===== config.mk =====
export PLATFORM = sky130hd
export DESIGN_NAME = axi_crossbar_mst_rd_if
export DESIGN_NICKNAME = d
export VERILOG_FILES = /design/src/rtl/axi_crossbar_mst_rd_if.sv
export SDC_FILE = /design/constraint.sdc
export NUM_CORES = 1
export LEC_CHECK = 0
export ABC_AREA = 0
export CORE_MARGIN = 5
export CORE_UTILIZATION = 35
export DETAILED_ROUTE_END_ITERATION = 7
export PLACE_DENSITY = 0.86
export RECOVER_POWER = 50
export SETUP_SLACK_MARGIN = 0.1
export SYNTH_ARGS = -nofsm -noshare
export SYNTH_HDL_FRONTEND = slang
export SYNTH_SLANG_ARGS = --single-unit

===== constraint.sdc =====
create_clock -name i_aclk -period 4.43 [get_ports i_aclk]
set_input_delay 0.886 -clock i_aclk [delete_from_list [all_inputs] [get_ports i_aclk]]
set_output_delay 0.886 -clock i_aclk [all_outputs]
set_load 0.02 [all_outputs]

===== src/rtl/axi_crossbar_mst_rd_if.sv =====
// Master-side AXI3 read interface: decodes the target slave, registers AR into the switch bus, passes R through.
// Latency: AR 1 cycle (one-entry output register, 1 AR/cycle); R combinational pass-through.
// Backpressure: AR stalls on a full output register, the outstanding limit, or a slave change while reads are in flight.
module axi_crossbar_mst_rd_if #(
    parameter int AXI_ADDR_W      = 32,
    parameter int AXI_ID_W        = 4,
    parameter int AXI_DATA_W      = 32,
    parameter int SLV_NUM         = 4,
    parameter int MST_OSTDREQ_NUM = 4,
    parameter int SLV_SEL_W       = $clog2(SLV_NUM),
    parameter int CNT_W           = $clog2(MST_OSTDREQ_NUM + 1),
    parameter int ARCH_W          = AXI_ADDR_W + AXI_ID_W + 11,
    parameter int RCH_W           = AXI_DATA_W + AXI_ID_W + 2
) (
    input  logic                  i_aclk,
    input  logic                  i_srst,
    input  logic                  i_arvalid,
    output logic                  i_arready,
    input  logic [AXI_ADDR_W-1:0] i_araddr,
    input  logic [3:0]            i_arlen,
    input  logic [2:0]            i_arsize,
    input  logic [1:0]            i_arburst,
    input  logic [AXI_ID_W-1:0]   i_arid,
    input  logic [1:0]            i_arlock,
    output logic                  i_rvalid,
    input  logic                  i_rready,
    output logic [AXI_ID_W-1:0]   i_rid,
    output logic [1:0]            i_rresp,
    output logic [AXI_DATA_W-1:0] i_rdata,
    output logic                  i_rlast,
    output logic                  o_arvalid,
    input  logic                  o_arready,
    output logic [ARCH_W-1:0]     o_arch,
    output logic [SLV_SEL_W-1:0]  o_arsel,
    input  logic                  o_rvalid,
    output logic                  o_rready,
    input  logic [RCH_W-1:0]      o_rch,
    input  logic                  o_rlast,
    output logic                  o_err
);

    logic                 arvalid_q, arvalid_d;
    logic [ARCH_W-1:0]    arch_q, arch_d;
    logic [SLV_SEL_W-1:0] arsel_q, arsel_d;
    logic [SLV_SEL_W-1:0] cur_sel_q, cur_sel_d;
    logic [CNT_W-1:0]     ostd_cnt_q, ostd_cnt_d;
    logic                 err_q, err_d;

    logic [SLV_SEL_W-1:0] sel;
    logic                 admit;
    logic                 ar_acc;
    logic                 r_hs;
    logic                 r_done;

    assign sel    = i_araddr[AXI_ADDR_W-1 -: SLV_SEL_W];
    // All in-flight reads must target one slave so R beats cannot reorder across slaves.
    assign admit  = (ostd_cnt_q < CNT_W'(MST_OSTDREQ_NUM)) &&
                    ((ostd_cnt_q == '0) || (sel == cur_sel_q));
    assign i_arready = (~arvalid_q | o_arready) & admit;
    assign ar_acc = i_arvalid & i_arready;
    assign r_hs   = o_rvalid & i_rready;
    assign r_done = r_hs & o_rlast;

    assign i_rvalid = o_rvalid;
    assign o_rready = i_rready;
    assign i_rlast  = o_rlast;
    assign {i_rdata, i_rresp, i_rid} = o_rch;

    assign o_arvalid = arvalid_q;
    assign o_arch    = arch_q;
    assign o_arsel   = arsel_q;
    assign o_err     = err_q;

    always_comb begin
        arvalid_d  = arvalid_q;
        arch_d     = arch_q;
        arsel_d    = arsel_q;
        cur_sel_d  = cur_sel_q;
        ostd_cnt_d = ostd_cnt_q;
        err_d      = err_q;

        if (ar_acc) begin
            arvalid_d = 1'b1;
            arch_d    = {i_arlock, i_arburst, i_arsize, i_arlen, i_arid, i_araddr};
            arsel_d   = sel;
            cur_sel_d = sel;
        end else if (o_arready) begin
            arvalid_d = 1'b0;
        end

        // A stray last beat with nothing outstanding must not wrap the counter.
        if (ar_acc && !r_done) begin
            ostd_cnt_d = ostd_cnt_q + CNT_W'(1);
        end else if (r_done && !ar_acc && (ostd_cnt_q != '0)) begin
            ostd_cnt_d = ostd_cnt_q - CNT_W'(1);
        end

        if (r_hs && (ostd_cnt_q == '0)) begin
            err_d = 1'b1;
        end
    end

    always_ff @(posedge i_aclk) begin
        if (i_srst) begin
            arvalid_q  <= 1'b0;
            arch_q     <= '0;
            arsel_q    <= '0;
            cur_sel_q  <= '0;
            ostd_cnt_q <= '0;
            err_q      <= 1'b0;
        end else begin
            arvalid_q  <= arvalid_d;
            arch_q     <= arch_d;
            arsel_q    <= arsel_d;
            cur_sel_q  <= cur_sel_d;
            ostd_cnt_q <= ostd_cnt_d;
            err_q      <= err_d;
        end
    end

endmodule


==> Yosys cells after proc, flatten, opt, wreduce, memory -nomap -nowiden <==
Cells that the tools add are included.
{ "totals": {"mem_count": 0, "latch_bits": 0, "in_bits": 92, "word_cells": 31, "ramBits": 0, "out_inout_bits": 93, "mem_bits_ro": 0, "reg_bits": 54} }
{ "classes": {"magnitude_cmp": 1, "n_reduce_logical": 12, "mux": 4, "bitwise_logic": 6, "n_shift": 0, "add_sub_neg": 2, "eq_ne": 1, "mul": 0, "div": 0} }
{ "ops": {"columns": ["op", "n"], "rows": [
  ["$mux W3", 2],
  ["$logic_and A1 B1 Y1", 5],
  ["$and A1 B1 Y1", 4],
  ["$reduce_bool A2 Y1", 2],
  ["$add A3 B1 Y3 const B", 1],
  ["$logic_not A3 Y1", 1],
  ["$lt A3 B3 Y1 const B", 1],
  ["$reduce_bool A3 Y1", 1],
  ["$sub A3 B1 Y3 const B", 1],
  ["$eq A2 B2 Y1", 1],
  ["$logic_not A1 Y1", 2],
  ["$mux W1", 2],
  ["$logic_or A1 B1 Y1", 1],
  ["$not A1 Y1", 1],
  ["$or A1 B1 Y1", 1]
]} }

==> Logic depth before layout (Yosys ltp) <==
{ "logic_depth": {"depth_word": 10, "depth_mapped": 10, "ltp_nobuf": 8} }

==> Worst setup path before layout <==
OpenSTA, ideal clock, no wires.
{ "synth_timing": {"path_type": "input to register", "startpoint": "input i_araddr[30]", "endpoint": "register ostd_cnt_q[2]", "n_path_buf": 2, "t_required_ns": 4.307, "setup_ns": 0.123, "t_arrival_ns": 2.643, "path_slack_ns": 1.664, "cell_stages": 10, "path_cell_list": "xnor2_1 -> a21oi_2 -> nor2_2 -> buf_4 -> buf_4 -> nand2_1 -> fa_1 -> nor3_1 -> a32oi_1 -> mux2_1"} }
{ "synth_via": {"elab_chain_cells": 9, "elab_cells_between_ends": 11, "classes_between": "eq/ne: 1; mux: 1; bitwise: 2; reduce/logical: 7"} }
{ "synth_rtl": {"columns": ["element", "line", "source"], "rows": [
  ["start, declared", "19", "input logic [AXI_ADDR_W-1:0] i_araddr,"],
  ["$eq A2 B2 Y1 (*)", "58", "((ostd_cnt_q == '0) || (sel == cur_sel_q));"],
  ["$logic_or A1 B1 Y1 (*)", "58", null],
  ["$logic_and A1 B1 Y1 (*)", "57", "assign admit = (ostd_cnt_q < CNT_W'(MST_OSTDREQ_NUM)) &&"],
  ["$and A1 B1 Y1 (*)", "59", "assign i_arready = (~arvalid_q | o_arready) & admit;"],
  ["$and A1 B1 Y1 (*)", "60", "assign ar_acc = i_arvalid & i_arready;"],
  ["$logic_not A1 Y1", "94", "end else if (r_done && !ar_acc && (ostd_cnt_q != '0)) begin"],
  ["$logic_and A1 B1 Y1 (2 in a row)", "94", null],
  ["$reduce_bool A2 Y1 (no source line)", null, null],
  ["end signal, assigned", "116", "ostd_cnt_q <= ostd_cnt_d;"],
  ["end, declared", "46", "logic [CNT_W-1:0] ostd_cnt_q, ostd_cnt_d;"]
]} }
Every way passes the cells marked *; elsewhere a longest branch is shown, timed or not.
A chain may end at the register's enable or synchronous reset.

==> Worst setup path in the final report <==
{ "layout_timing": {"startpoint": "input i_araddr[31]", "endpoint": "output i_arready"} }
{ "layout_via": {"elab_chain_cells": 4} }
{ "layout_rtl": {"columns": ["element", "line", "source"], "rows": [
  ["$eq A2 B2 Y1", "58", null],
  ["$logic_or A1 B1 Y1", "58", null],
  ["$logic_and A1 B1 Y1", "57", null],
  ["$and A1 B1 Y1", "59", null],
  ["end, declared", "18", "output logic i_arready,"]
]} }
Every way passes these cells.

==> run summary <==
The fraction of synthesized area in multiplexers was 0.940%. Across the VDD grid, the largest voltage drop is 280 uV. The tools report the cell chosen for the clock root as sky130_fd_sc_hd__clkbuf_8. The max-cap violation count was 1; the final non-filler cell area was 0.00312 mm2. Share of the synthesized area in the top cell type: 46.0%.

In the final routed layout, each cell accounts on average for 12.4 um. Together, buffers and inverters on the worst path number 2. The number of pins exceeding their max-slew limit in the final report came out at 54. The signal on the critical path passes through clkdlybuf4s50_1, xnor2_1, a21oi_2, nor3b_1, clkdlybuf4s50_1. The total of buffers placed on input and output ports is 108, and the final-report hold violation count is 0.

The number of sinks on the clock net is 52, and the post-cts sizing count is 0. The run gives 1.21 nW as the leakage dissipation. The synthesized design contains 52 register bits. Of the total power, the share spent switching nets is 39.1%. The cell count after synthesis came out at 281. The number of buffers inserted during clock tree synthesis is 5. The floorplan row count came out at 29.

Compared with the post-synthesis result, the final layout area differs by 37.8%. In this run, flip-flops and latches consume 37.5% of the power. The run gives 8.55 mm as the wire length of the first global-routing pass. The number of detailed-route iterations in the first pass came out at 4. Along the worst path, the maximum fanout reaches 4. The tools report the net switching component of the power as 0.682 mW. Pin placement for this block handled 185 I/O pins. The critical path is of the in -> out type. The overall via count from detail_route was 1908; the first-iteration detailed-routing DRC count was 28. The final layout contains routed wiring with a total length of 5.19 mm. STA classifies the critical path startpoint as an input pin. The logs give 0.00303 mm2 for the placed instance area and 0.705 for the placer congestion estimate. The run finished, with violations left.

In this run the register-to-register setup slack is 2.34 ns. Most repeated library cell on the critical path: sky130_fd_sc_hd__clkdlybuf4s50_1. The dominant combinational cell family by area after synthesis is simple AND/OR/NAND/NOR gates. The synthesized netlist devotes 20.1% of its cell area to simple gates.

After clock tree synthesis, the setup repair step added 0 buffers. Averaged over all synthesized cells, the footprint is 8.05 um2. The initial antenna violation count was 0. The via count of the first global-routing pass came out at 1805. TritonCTS built the clock tree. Measured against its own limit, the worst slew margin works out to -51.7%. Ranked by total cell area, the synthesized netlist is headed by sky130_fd_sc_hd__dfxtp_1, sky130_fd_sc_hd__nand2_1, sky130_fd_sc_hd__buf_4, sky130_fd_sc_hd__a21oi_1, sky130_fd_sc_hd__buf_6.

Entering global routing, the biggest net connects 54 pins. Fraction of layout cells with a size suffix above 1: 3.54%. The synthesized netlist devotes 1.16% of its cell area to XOR and XNOR gates. The total power density per cell area is 559 mW/mm2. After synthesis, flip-flops and latches occupy 46.0% of the total area. The overall overflow remaining after global route came out at 0. The clock network fraction of design power was 15.4%; the pin slew with the least headroom to its limit was 2.28 ns. Overall track demand over capacity in global routing: 12.4%.

For the maximum number of buffers from clock root to sink, the log shows 2. Once detail routing completed, the nets flagged for antenna violations numbered 0. The run gives 0.292 GHz as the peak clock frequency supported by timing. The die is 90.4 um wide. In this design, the stage delay of the slowest critical-path cell is 0.64 ns. The total die area is 0.00817 mm2. The logs give 25 for the number of distinct library cell variants in the gate-level netlist after synthesis and 0.00226 mm2 for the netlist area before placement. The complex-gate fraction of the synthesized area was 12.2%. The final reports fail on max-capacitance violations, max-slew violations. The count of final setup violators was 0. Worst-path cell with the longest stage delay: sky130_fd_sc_hd__clkdlybuf4s50_1. After the last flow step, the layout net total stands at 431. Setup repair after global routing left no endpoint under its margin. In the routed design, unresolved DRC markers number 0. For this configuration, the core starts out at a cell density of 35.8%. The path class of the tightest hold or removal check is reg -> reg. The biggest area contributor in the post-synthesis netlist is sky130_fd_sc_hd__dfxtp_1. For the half-perimeter wire length of the detailed placement result, the log shows 3.75 mm. The type of element capturing the critical path is a primary output. In this run, post-CTS hold repair placed 0 buffers.

For the final database, setup skew stands at 0.00642 ns. The combinational group share of total power is 47.2%, and the post-route fraction of the period consumed by the critical path is 77.4%. The die is 90.4 um tall. The clock period could shrink to 3.43 ns. The arrival time of the worst setup path is 2.54 ns, and the clock-pin transition on the worst setup and hold timing paths is 0.08 ns. The required time of the critical path was 3.54 ns; the synthesized netlist net count was 374.

The fraction of the mapped netlist area in adder cells works out to 0.885%. Summed over all failing endpoints, the final setup total negative slack is 0 ns. The internal power was 1.06 mW. The cell type group with the largest total delay on the critical path was buffers and inverters. For the H-tree depth reported by CTS, the log shows 2.

In this run the standard cell core region covers 0.00631 mm2. The total of warnings raised by yosys came out at 0. Clock latency on the worst-skew pair, taken at its later pin, is 0.30 ns. The layout has 583 filler cells.

The number of vias per cell works out to 4.58.
==> metrics by stage <==
step	power [mW]	setup slack, ns	instances	hold WS [ns]	utilization, %
after global placement	1.50	1.05	408	0.441	47.9
after floorplan	1.26	1.66	281	0.533	-
after detailed placement	1.53	1.01	408	0.446	47.9
after global routing	1.88	0.948	416	0.476	49.3
final	1.74	1.00	417	0.451	49.4
after CTS	1.81	1.00	416	0.458	49.3
==> state kept, by name, summed over array words and instances, names as in the netlist <==
signal / count
o_arvalid: 1
o_err: 1
ostd_cnt_q: 3
o_arch: 47
==> final cells by class <==
| cell class | count | area (um2) | area share [%] |
|---|---|---|---|
| timing repair buffer | 109 | 1080 | 34.7 |
| sequential | 52 | 1040 | 33.4 |
| multi-input combinational | 170 | 805 | 25.8 |
| tap | 77 | 96.3 | 3.09 |
| clock buffer | 8 | 90.1 | 2.89 |
| antenna | 1 | 2.50 | 0.0803 |
==> placed cells by master (no fill, tap or decap), types with 2 or more instances in the layout <==
cell                              instances
sky130_fd_sc_hd__dlygate4sd3_1           32
sky130_fd_sc_hd__clkdlybuf4s50_1         75
sky130_fd_sc_hd__nor2b_1                  2
sky130_fd_sc_hd__nand2_1                 96
sky130_fd_sc_hd__clkbuf_1                 3
sky130_fd_sc_hd__a21oi_2                  2
sky130_fd_sc_hd__dfxtp_1                 52
sky130_fd_sc_hd__clkbuf_8                 6
sky130_fd_sc_hd__a21oi_1                 47
sky130_fd_sc_hd__xnor2_1                  3
sky130_fd_sc_hd__nor2_1                   5
sky130_fd_sc_hd__nand3_1                  2
==> routing by layer <==
layer  up-vias  share of wire, %  GRT usage (%)
met5         -                 0              0
met4         0               2.7           5.71
met3        20                14           7.58
met2        88                46           19.7
met1       831                37           12.9
li1        969                 -              -
==> worst paths after layout <==
check                 from            end  cells past startpoint
max           i_araddr[31]      i_arready                      5
max reg2reg  ostd_cnt_q[2]  ostd_cnt_q[2]                      8
min             o_arch[23]     o_arch[23]                      2
min reg2reg     o_arch[23]     o_arch[23]                      2
==> cell usage after synthesis (all sizes together) <==
cell	number
a21oi	49
dfxtp	52
nand4	1
nor2b	2
mux2i	1
clkbuf	6
o2bb2ai	1
nand2b	1
xnor2	3
nor3	2
nor2	6
a31oi	1
fa	1
or2	1
nor3b	1
a32oi	1
mux2	1
buf	53
nand3	2
nand2	96
==> kinds of logic after synthesis <==
kind of cell             after synthesis
AO/OA/AOI/OAI                         52
XOR/XNOR                               3
adder cells (fa/ha/maj)                1
buffers and inverters                 59
flip-flops                            52
multiplexers                           2
AND/OR/NAND/NOR                      112
==> tightest hold or removal path, cell delays in order, from the launching register on <==
cell and delay (ns):
sky130_fd_sc_hd__dfxtp_1 0.31, sky130_fd_sc_hd__nand2_1 0.05, sky130_fd_sc_hd__a21oi_1 0.05
==> power groups by stage <==
| stage | logic, mW | clock network, mW | registers (mW) |
|---|---|---|---|
| after CTS | 0.866 | 0.286 | 0.657 |
| final | 0.822 | 0.268 | 0.653 |
| after global routing | 0.905 | 0.304 | 0.669 |
| after floorplan | 0.464 | 0 | 0.794 |
| after global placement | 0.841 | 0 | 0.663 |
| after detailed placement | 0.865 | 0 | 0.668 |
Power figures use the tool's default switching activity.
==> edit 1: new RTL, same settings <==
The parameter `AXI_DATA_W` goes from 32 to 64.
--- a/src/rtl/axi_crossbar_mst_rd_if.sv
+++ b/src/rtl/axi_crossbar_mst_rd_if.sv
@@ -6,3 +6,3 @@
     parameter int AXI_ID_W        = 4,
-    parameter int AXI_DATA_W      = 32,
+    parameter int AXI_DATA_W      = 64,
     parameter int SLV_NUM         = 4,
Interface: changed (resized i_rdata and o_rch); port bits go from 185 to 249. The function was not compared with the original's and may differ.
==> edit 1 against the unedited design <==
Critical endpoint unchanged; total power decreased by 0.25%; combinational power is 1% higher; sequential cell count unchanged; hold slack improved by 1.1 ps; count of clock-buffer cells in the layout is 2 lower; critical path type unchanged; wire length rose by 21%; the flow still finishes with violations (capacitance limit, slew limit); core utilization shrank 3.9 points; setup slack worse by 16 ps; area after synthesis is 11% higher; cell area grew 0.28%; die area increased by 9.4%.
==> edit 1: results (changes against the unedited design) <==
stage	metric	value	unit	change
run_status	status	finished with violations		
run_status	failing checks	capacitance limit, slew limit		
global_route	gr usage total	13.2	%	+0.78 points
logic_synthesis	list of most frequent post-synthesis cells	nand2_1, buf_4, dfxtp_1, a21oi_1, clkbuf_1		
drt	WL/cell	14.4	um	+16%
final_layout	antenna fix cells	0		-1
critical_path	Crit-path slowest cell	clkdlybuf4s50_1		
global_route	met1 capacity usage during global routing	12.0	%	-0.92 points
global_route	vias in the first global route	1903		+5.4%
sta	Slew Limit Fails	54		unchanged
critical_path	WP data arrival	2560	ps	+20 ps
power	Pleak	1.16	nW	-4.1%
drt	drt first pass iters	3		-1
drt	WL met2	3.04	mm	+27%
logic_synthesis	Net Count, Synth	438		+17%
job	max-cap check violation count	1		unchanged
hold_path	Hold Path Class	flop to flop		
global_route	first-pass GRT wire length	9.26	mm	+8.3%
drt	DR WL met3	976	um	+35%
logic_synthesis	post-synthesis xor/xnor area fraction	1.05	%	-0.11 points
sta	Setup Skew	5.12	ps	-1.30 ps
global_route	GRT met2 Usage	23.6	%	+3.9 points
final_layout	Final Net Count	463		+7.4%
drt	Iter 0 DRT Violations	28		unchanged
logic_synthesis	Ys Warns	0		unchanged
final_layout	layout cell share with drive strength beyond 1	3.55	%	+0.010 points
drt	wire length on met1	2.10	mm	+8.3%
drt	vias per inst	4.55		-0.49%
sta	Slew headroom	-53.7	%	-1.9 points
drt	Top Metal Used	met4		
logic_synthesis	adder and majority gate portion of the synthesized area	0.800	%	-0.085 points
logic_synthesis	Syn Inst Count	313		+11%
placement	DP Area	3050	um^2	+0.79%
logic_synthesis	Synth area leaders	dfxtp_1, buf_4, nand2_1		
logic_synthesis	Top FF cell, synth	dfxtp_1		
logic_synthesis	Synth Area in Compound Gates	11.1	%	-1.2 points
logic_synthesis	register area share after synthesis	41.6	%	-4.4 points
power	Max VDD drop	0.000262	V	-6.6%
global_route	met3 GRT Util	8.05	%	+0.46 points
placement	gp weighted congestion	0.795		+13%
logic_synthesis	post-synthesis mux area share	0.850	%	-0.090 points
placement	HPWL reported at the end of detailed placement	4.88	mm	+30%
final_layout	Post-Layout Cell Count	434		+4.1%
[edit 1: cell type report]
| cell class | count | area (um^2) |
|---|---|---|
| Multi-Input combinational cell | 170 | 805 |
| Clock inverter | 1 | 5.00 |
| Tap cell | 96 | 120 |
| Sequential cell | 52 | 1040 |
| Timing Repair Buffer | 109 | 1080 |
| Clock buffer | 6 | 72.6 |
| Fill cell | 675 | 3740 |
[edit 1: kinds of logic after synthesis]
kind of cell | count (synthesis)
buffers and inverters | 91
muxes | 2
and+or+nand+nor | 112
AOI/OAI and AO/OA | 52
xor gates and xnor gates | 3
DFF | 52
adders and majority gates | 1
[edit 1: per-stage QoR]
step / setup WS [ps] / hold slack, ps
after floorplan: 1660 / 533
after global placement: 1050 / 440
after detailed placement: 977 / 447
after CTS: 977 / 460
after global routing: 882 / 479
final: 985 / 452
[edit 1: where the power goes]
group | switching, mW | total [mW] | leakage [nW] | internal, mW
Combinational | 0.475 | 0.834 | 0.694 | 0.359
Sequential | 0.0696 | 0.656 | 0.426 | 0.586
Clock | 0.141 | 0.249 | 0.0410 | 0.108
[edit 1: final timing paths]
path / start / end / slack [ps] / cells past startpoint
max reg2reg: o_arch[30]$_SDFFE_PP0P_ / ostd_cnt_q[2]$_SDFFE_PP0P_ / 2400 / 8
max: i_araddr[30] / i_arready / 990 / 5
min reg2reg: o_arch[35]$_SDFFE_PP0P_ / o_arch[35]$_SDFFE_PP0P_ / 450 / 2
min: o_arch[35]$_SDFFE_PP0P_ / o_arch[35]$_SDFFE_PP0P_ / 450 / 2
[edit 1: worst reg2reg max path, stage by stage (launching register included)]
cell     delay (ps)
dfxtp_1         350
xnor2_1         270
a21oi_2         140
nor2_4          130
nand2_1          70
fa_1            390
nor3_1          190
a32oi_1          80
mux2_1          320
==> edit 2: new RTL, same settings <==
Made on the original files. Reset style: asynchronous (`i_srst`), changed in one clocked block.
--- a/src/rtl/axi_crossbar_mst_rd_if.sv
+++ b/src/rtl/axi_crossbar_mst_rd_if.sv
@@ -102,3 +102,3 @@
 
-    always_ff @(posedge i_aclk) begin
+    always_ff @(posedge i_aclk or posedge i_srst) begin
         if (i_srst) begin
Formal check against the unedited RTL: differs if i_srst is asserted again (counterexample within 4 cycles, from zero or initial values and one cycle with i_srst high); with i_srst held inactive, the same outputs for 10 cycles.
==> edit 2 against the unedited design <==
The run still ends with capacitance limit, slew limit left; via count decreased by 20%; sequential cell count unchanged; setup slack improved by 29 ps; wire length decreased by 0.96%; total power increased by 39%; highest routed layer unchanged; fmax increased by 0.86%; area after synthesis increased by 8.1%; cell area increased by 7.9%.
==> edit 2: results (changes against the unedited design) <==
stage	metric	value	unit	change
run_status	status	finished with violations		
run_status	failing checks	capacitance limit, slew limit		
drt	Iter 0 DRT Violations	23		-18%
final_layout	layout cell share with drive strength beyond 1	24.3	%	+21 points
placement	worst slack, placed	1040	ps	+29.2 ps
logic_synthesis	adder and majority gate portion of the synthesized area	0.819	%	-0.066 points
logic_synthesis	Top FF cell, synth	dfrtp_1		
job	max-cap check violation count	1		unchanged
final_layout	antenna fix cells	0		-1
logic_synthesis	Synth Area in Compound Gates	1.38	%	-11 points
placement	gp weighted congestion	0.773		+9.8%
global_route	first-pass GRT wire length	8.28	mm	-3.1%
logic_synthesis	post-synthesis xor/xnor area fraction	1.07	%	-0.087 points
sta	Least-Margin Pin Slew	1950	ps	-326 ps
sta	Slew Limit Fails	53		-1.9%
global_route	largest net degree at the start of global routing	53		-1.9%
logic_synthesis	Net Count, Synth	271		-28%
logic_synthesis	list of most frequent post-synthesis cells	dfrtp_1, mux2_2, buf_4, clkbuf_8, nand3_1		
power	Max VDD drop	0.000391	V	+39%
drt	WL/cell	15.0	um	+20%
final_layout	Fillers	584		+0.17%
final_layout	Final Net Count	339		-21%
drt	drt first pass iters	2		-2
power	Net Sw Power	900	uW	+32%
global_route	vias in the first global route	1743		-3.4%
power	Pleak	1.35	nW	+11%
logic_synthesis	post-synthesis mux area share	22.5	%	+22 points
drt	via count	1530		-20%
sta	Setup Skew	7.88	ps	+1.45 ps
edit 2: cell types whose count changed after synthesis, sizes merged, moves of 9 or more:
| cell | delta |
|---|---|
| buf | -9 |
| dfrtp | +52 |
| mux2 | +46 |
| dfxtp | -52 |
| nand2 | -95 |
| a21oi | -48 |
edit 2: area by class of cell:
cell class / count / area [um^2] / area share, %
Clock buffer: 5 / 68.8 / 2.05
Clock inverter: 3 / 27.5 / 0.818
Inverter: 2 / 7.51 / 0.223
Multi-Input combinational cell: 75 / 742 / 22.1
Sequential cell: 52 / 1300 / 38.7
Tap cell: 96 / 120 / 3.57
Timing Repair Buffer: 110 / 1100 / 32.6
edit 2: metrics by stage:
| step | util [%] | std cells |
|---|---|---|
| 2_1_floorplan | - | 178 |
| 3_3_place_gp | 48.1 | 335 |
| 3_5_place_dp | 48.1 | 335 |
| 4_1_cts | 49.5 | 343 |
| 5_1_grt | 49.5 | 343 |
| 6_report | 49.5 | 343 |
edit 2: kinds of logic (layout without fill, tap and decap cells):
| kind of cell | Yosys count | in the layout |
|---|---|---|
| flops | 52 | 52 |
| buf+inv | 51 | 120 |
| mux | 49 | 49 |
| simple gates | 17 | 17 |
| compound gates | 5 | 5 |
| xor+xnor | 3 | 3 |
| fa+ha+maj | 1 | 1 |
edit 2: path summary, 6_finish.rpt:
check | startpoint | to | slack, ps | cells past startpoint
worst max-delay path | i_araddr[31] | i_arready | 1030 | 5
worst min-delay path | o_err$_DFFE_PP0P_ | o_err$_DFFE_PP0P_ | 500 | 1
worst max register to register | o_arch[31]$_DFFE_PP0P_ | ostd_cnt_q[2]$_DFFE_PP0P_ | 2000 | 9
worst min register to register | o_err$_DFFE_PP0P_ | o_err$_DFFE_PP0P_ | 500 | 1
max in group asynchronous | i_srst | ostd_cnt_q[2]$_DFFE_PP0P_ | 1640 | 2
min in group asynchronous | i_srst | o_arch[19]$_DFFE_PP0P_ | 1660 | 2
edit 2: critical path, stage by stage:
cell             delay, ps
clkdlybuf4s50_1        430
xnor2_1                210
a21oi_1                160
nor3_1                 190
clkdlybuf4s50_1        630
edit 2: power groups by stage:
stage               registers, mW  logic [mW]  clock network (mW)
floorplan                    1.14       0.494                   0
global placement            0.855        1.30                   0
detailed placement          0.872        1.32                   0
CTS                         0.864        1.32               0.301
global route                0.898        1.36               0.315
finish                      0.857        1.29               0.286
edit 2: metal layers:
layer	wire (um)	vias to the layer above	GRT usage (%)
met1	1840	751	12.2
met3	498	14	5.15
met4	88	0	4.45
met2	2710	71	21.1
li1	-	694	-
met5	0	-	0
